--- config.mk ---
export PLATFORM = sky130hd
export DESIGN_NAME = escaneo_zonas_temp
export DESIGN_NICKNAME = d
export VERILOG_FILES = /design/src/rtl/escaneo_zonas_temp.sv
export SDC_FILE = /design/constraint.sdc
export NUM_CORES = 1
export LEC_CHECK = 0
export ABC_AREA = 1
export CAP_MARGIN = 20
export CORE_MARGIN = 2
export CORE_UTILIZATION = 45
export DETAILED_ROUTE_END_ITERATION = 10
export PLACE_DENSITY = 0.92
export SLEW_MARGIN = 20
export SYNTH_ARGS = -nofsm -noshare
export SYNTH_HDL_FRONTEND = slang
export SYNTH_SLANG_ARGS = --single-unit
--- constraint.sdc ---
create_clock -name clk -period 2.6 [get_ports clk]
set_clock_uncertainty 0.1 [all_clocks]
set_input_delay 0.52 -clock clk [delete_from_list [all_inputs] [get_ports clk]]
set_output_delay 0.52 -clock clk [all_outputs]
set_load 0.01 [all_outputs]
--- src/rtl/escaneo_zonas_temp.sv ---
// Round-robin scan controller: shares one temperature monitor among N_ZONAS sensors.
// Optional zone masking is enabled by defining MASCARA_ZONAS_EN.
module escaneo_zonas_temp #(
    parameter int N_ZONAS   = 4,
    parameter int ANCHO     = 11,
    parameter int PERIODO   = 1000,
    parameter int RETENCION = 8,
    parameter int TIMEOUT   = 16,
    localparam int ZW       = $clog2(N_ZONAS)
) (
    input  logic                        clk,
    input  logic                        arst_n,
    input  logic                        habilitar,
    input  logic [N_ZONAS-1:0]          sensor_valid,
    input  logic [N_ZONAS*ANCHO-1:0]    sensor_temp,
    output logic [N_ZONAS-1:0]          sensor_ready,
    input  logic                        limpiar_fallas,
`ifdef MASCARA_ZONAS_EN
    input  logic [N_ZONAS-1:0]          mascara_zona,
`endif
    output logic signed [ANCHO-1:0]     temp_salida,
    output logic                        temp_valida,
    output logic [ZW-1:0]               zona_sel,
    output logic [N_ZONAS-1:0]          falla_zona,
    output logic                        ciclo_completo
);

    localparam int MAX_PR  = (PERIODO > RETENCION) ? PERIODO : RETENCION;
    localparam int CNT_MAX = (MAX_PR > TIMEOUT) ? MAX_PR : TIMEOUT;
    localparam int CW      = $clog2(CNT_MAX + 1);

    typedef enum logic [2:0] {
        INACTIVO,
        ESPERA,
        SOLICITA,
        ENTREGA,
        SIGUIENTE
    } estado_t;

    estado_t                        estado, estado_d;
    logic [CW-1:0]                  cnt, cnt_d;
    logic [ZW-1:0]                  zona_d;
    logic signed [ANCHO-1:0]        temp_d;
    logic [N_ZONAS-1:0]             falla_set;
    logic [N_ZONAS-1:0]             mascara;
    logic [N_ZONAS-1:0][ANCHO-1:0]  temp_z;

    assign temp_z = sensor_temp;

`ifdef MASCARA_ZONAS_EN
    assign mascara = mascara_zona;
`else
    assign mascara = '0;
`endif

    // First unmasked zone (scan start) and next unmasked zone after zona_sel.
    logic          hay_pri, hay_sig;
    logic [ZW-1:0] zona_pri, zona_sig;

    always_comb begin
        hay_pri  = 1'b0;
        zona_pri = '0;
        hay_sig  = 1'b0;
        zona_sig = '0;
        for (int z = N_ZONAS - 1; z >= 0; z--) begin
            if (!mascara[z]) begin
                hay_pri  = 1'b1;
                zona_pri = ZW'(z);
                if (z > int'(zona_sel)) begin
                    hay_sig  = 1'b1;
                    zona_sig = ZW'(z);
                end
            end
        end
    end

    always_ff @(posedge clk or negedge arst_n) begin
        if (!arst_n) begin
            estado      <= INACTIVO;
            cnt         <= '0;
            zona_sel    <= '0;
            temp_salida <= '0;
            falla_zona  <= '0;
        end else begin
            estado      <= estado_d;
            cnt         <= cnt_d;
            zona_sel    <= zona_d;
            temp_salida <= temp_d;
            falla_zona  <= (limpiar_fallas ? '0 : falla_zona) | falla_set;
        end
    end

    always_comb begin
        estado_d       = estado;
        cnt_d          = cnt;
        zona_d         = zona_sel;
        temp_d         = temp_salida;
        falla_set      = '0;
        sensor_ready   = '0;
        temp_valida    = 1'b0;
        ciclo_completo = 1'b0;

        case (estado)
            INACTIVO: begin
                cnt_d  = '0;
                zona_d = '0;
                if (habilitar) begin
                    // A fully masked scan still ends through SIGUIENTE to pulse ciclo_completo.
                    if (hay_pri) begin
                        estado_d = SOLICITA;
                        zona_d   = zona_pri;
                    end else begin
                        estado_d = SIGUIENTE;
                        zona_d   = ZW'(N_ZONAS - 1);
                    end
                end
            end

            ESPERA: begin
                if (!habilitar) begin
                    estado_d = INACTIVO;
                    zona_d   = '0;
                    cnt_d    = '0;
                end else if (cnt == CW'(PERIODO - 1)) begin
                    cnt_d = '0;
                    if (hay_pri) begin
                        estado_d = SOLICITA;
                        zona_d   = zona_pri;
                    end else begin
                        estado_d = SIGUIENTE;
                        zona_d   = ZW'(N_ZONAS - 1);
                    end
                end else begin
                    cnt_d = cnt + 1'b1;
                end
            end

            SOLICITA: begin
                sensor_ready[zona_sel] = 1'b1;
                // A transfer on the last allowed cycle wins over the timeout.
                if (sensor_valid[zona_sel]) begin
                    temp_d   = temp_z[zona_sel];
                    cnt_d    = '0;
                    estado_d = ENTREGA;
                end else if (cnt == CW'(TIMEOUT - 1)) begin
                    falla_set[zona_sel] = 1'b1;
                    cnt_d    = '0;
                    estado_d = SIGUIENTE;
                end else begin
                    cnt_d = cnt + 1'b1;
                end
            end

            ENTREGA: begin
                temp_valida = 1'b1;
                if (cnt == CW'(RETENCION - 1)) begin
                    cnt_d    = '0;
                    estado_d = SIGUIENTE;
                end else begin
                    cnt_d = cnt + 1'b1;
                end
            end

            SIGUIENTE: begin
                cnt_d = '0;
                if (!hay_sig) begin
                    ciclo_completo = 1'b1;
                    zona_d   = '0;
                    estado_d = habilitar ? ESPERA : INACTIVO;
                end else if (!habilitar) begin
                    zona_d   = '0;
                    estado_d = INACTIVO;
                end else begin
                    zona_d   = zona_sig;
                    estado_d = SOLICITA;
                end
            end

            default: begin
                estado_d = INACTIVO;
                cnt_d    = '0;
                zona_d   = '0;
            end
        endcase
    end

endmodule

==> metrics.md <==
| Metric | Value |
|---|---|
| Critical Path AT | `1830 ps` |
| Seq/Total Area, Yosys | `0.3958` |
| Setup Viol. Count Final | `0` |
| FF-to-FF Start | `zona_sel[0]` |
| Critical path peak fanout | `6` |
| Critical Path End Type | `output port` |
| Area contributors post-synth | `dfrtp_1 40%, nand2_1 13%, nor2_1 9.9%, o21ai_0 7.9%, ha_1 4.6%` |
| Max VDD drop | `0.0003324 V` |
| Fmax | `408.3 MHz` |
| Starting Density | `0.4708` |
| Core region area | `4029 um2` |
| Total grt overflow | `0` |
| Syn Area/Cell | `7.131 um2` |
| Routed Antenna Nets | `0` |
| Post-CTS sizing | `0` |
| IO Count | `75` |
| Antenna diodes | `0` |
| Worst Path Buf+Inv | `3` |
| CTS tree | `built` |
| Largest area contributor in the netlist | `dfrtp_1` |
| Num CTS Buffers | `5` |
| First-pass GRT wire length | `8.362 mm` |
| All-Layer GR Usage | `0.2390` |
| Commonest cells after routing, fill and taps aside | `74 x clkdlybuf4s50_1, 65 x nand2_1, 50 x nor2_1` |
| Post-synth top flop | `dfrtp_1` |
| Endpoint, Worst Hold | `temp_salida[8]` |
| Worst reg-to-reg setup slack | `760 ps` |
| Sequence of cells on the critical path | `inv_1 -> ha_1 -> inv_1 -> nor2_1 -> clkdlybuf4s50_1` |
| Total number of vias | `2006` |
| Number of global-route vias before repair | `2041` |
| Post-Route WL | `4.897 mm` |
| 1st-pass router iterations | `4` |
| Crit Reg-Reg Endpoint | `temp_salida[6]` |
| Setup CP Type | `reg -> out` |
| Setup TNS | `0 ps` |
| Distinct cells, synth | `23` |
| Routability congestion estimate | `0.8906` |
| Worst-Margin Slew | `389.3 ps` |
| DRT iter0 DRCs | `117` |
| Ys async rst share | `1.000` |
| Number of port buffers | `74` |
| Yosys warns | `0` |
| Startpoint types | `flop` |
| Max-slew violation count | `0` |
| Most used cell, CP | `inv_1` |
| Final instance area | `2783 um2` |
| Synthesized cell area | `1897 um2` |
| Htree depth | `2` |
| Pwr/cell area | `720.3 nW/um2` |
| Largest net degree at the start of global routing | `31` |
| Share of the synthesized area in the top cell type | `0.3958` |
| Slowest CP cell | `clkdlybuf4s50_1` |
| Initial antenna violation count | `0` |
| Outcome | `completed` |
| CP delay by family, top | `buffers and inverters` |
| DRC errors left | `0` |
| Commonest non-fill, non-tap cell in the layout | `clkdlybuf4s50_1` |
| Mapped Nets | `325` |
| Hold_sp | `temp_salida[8]` |
| Die Y-Extent | `68.93 um` |
| Lkg Pwr | `1.270 nW` |
| Worst min path class | `reg -> reg` |
| Clock sink count | `30` |
| Placement Cell Area | `2683 um2` |
| Core Rows | `23` |
| Clock Path Buffers | `2` |
| Gate Count Post-Synth | `266` |
| Req. time, crit path | `1980 ps` |
| Relative slew slack | `0.7405` |
| Final Cycle Share | `0.9421` |
| Fin crit period | `2449 ps` |
| Worst hold stages | `2` |
| Register clock-pin slew on the reported worst setup and hold paths | `60 ps` |
| Flops & latches, synth | `30` |
| Final core utilization | `0.6907` |
| Postcts setup bufs | `0` |
| NumNets Final | `401` |
| Worst R2R Path Depth | `8` |
| WL/cell | `12.46 um` |
| RSZ-0062 raised after global routing | `no` |
| Die footprint | `4751 um2` |
| Post-DP HPWL | `3.760 mm` |
| Hold Fails Final Rpt | `0` |
| Die W | `68.93 um` |
| PnR worst setup slack | `150.6 ps` |
| Hold Worst Slack | `386.2 ps` |
| Pre-CTS setup slack | `428.8 ps` |
| Area delta synth->final | `46.70%` |
| Max cap viols | `0` |
| Critical path's largest stage delay | `570 ps` |
| Hold Buf Count CTS | `0` |
| Routed vias/inst | `5.104` |
| Skew-Pair Late Insertion Delay | `290 ps` |
| Layout cells sized above 1 | `0.08746` |
| Post-synth EDFFs | `0` |
| Clock Tree Root | `clkbuf_8` |
==> registers in the layout, indices dropped and copies added, names as in the netlist <==
name and cells:
zona_sel 2, estado 3, temp_salida 11, falla_zona 4, cnt 10
==> stage by stage <==
stage	std cells	power, mW
2_1_floorplan	266	1.191
3_3_place_gp	385	1.571
3_5_place_dp	385	1.606
4_1_cts	393	2.014
5_1_grt	393	2.153
6_report	393	2.004
==> layout make-up <==
type	count	area [um2]
clock buffers	6	82.58
clock inverters	2	12.51
fillers	351	1246
inverters	25	96.34
multi-input cells	201	999.7
flip-flops and latches	30	750.7
well taps	50	62.56
repair buffers	79	778.2
==> worst max-delay path by stage <==
stage,depth (start not counted),start,end,slack (ps)
detailed placement,6,estado[2],sensor_ready[0],430
CTS,6,estado[2],sensor_ready[0],110
floorplan,5,zona_sel[1],sensor_ready[0],680
global route,5,zona_sel[1],sensor_ready[0],30
global placement,6,estado[2],sensor_ready[0],510
finish,5,zona_sel[1],sensor_ready[0],150
==> worst register-to-register path, cell delays in order, from the launching register on <==
cell	delay, ps
dfrtp_1	460
inv_4	90
buf_4	250
nand2_1	100
nand3_2	90
nand3_2	270
inv_2	280
nand2_1	80
nand2_1	60
==> power breakdown <==
group	internal, mW	total [mW]	switching [mW]	leakage [nW]
Combinational	0.421	0.929	0.508	0.826
Sequential	0.589	0.680	0.0911	0.397
Clock	0.212	0.396	0.183	0.0472
==> cells by family after synthesis <==
logic type                 count (synthesis)  share of synthesized area
DFF                                       30                     0.3958
and+or+nand+nor                          146                     0.3344
xor gates and xnor gates                   5                    0.02309
AOI/OAI and AO/OA                         43                     0.1207
adders and majority gates                  7                    0.04617
buffers and inverters                     35                    0.07981
==> synthesized netlist by cell type, types with 2 or more instances <==
cell	count
inv_1	21
dfrtp_1	30
buf_4	2
nor2_4	3
o21ai_0	30
nor2_2	4
nand4_1	4
inv_2	3
nand2_2	3
xor2_1	3
nand3_2	3
nor2_1	50
o22ai_1	11
a21oi_1	2
nand3_1	14
clkbuf_1	4
xnor2_1	2
ha_1	7
buf_2	2
nand2_1	65
==> metal layers <==
metal,up-vias,share of wire,global-route usage
met5,-,0,0
met4,0,0.013,0.09804
met3,6,0.081,0.08929
met2,83,0.51,0.4363
met1,913,0.39,0.2439
li1,1004,-,-
Note: power is estimated with default switching activity, not from simulation.
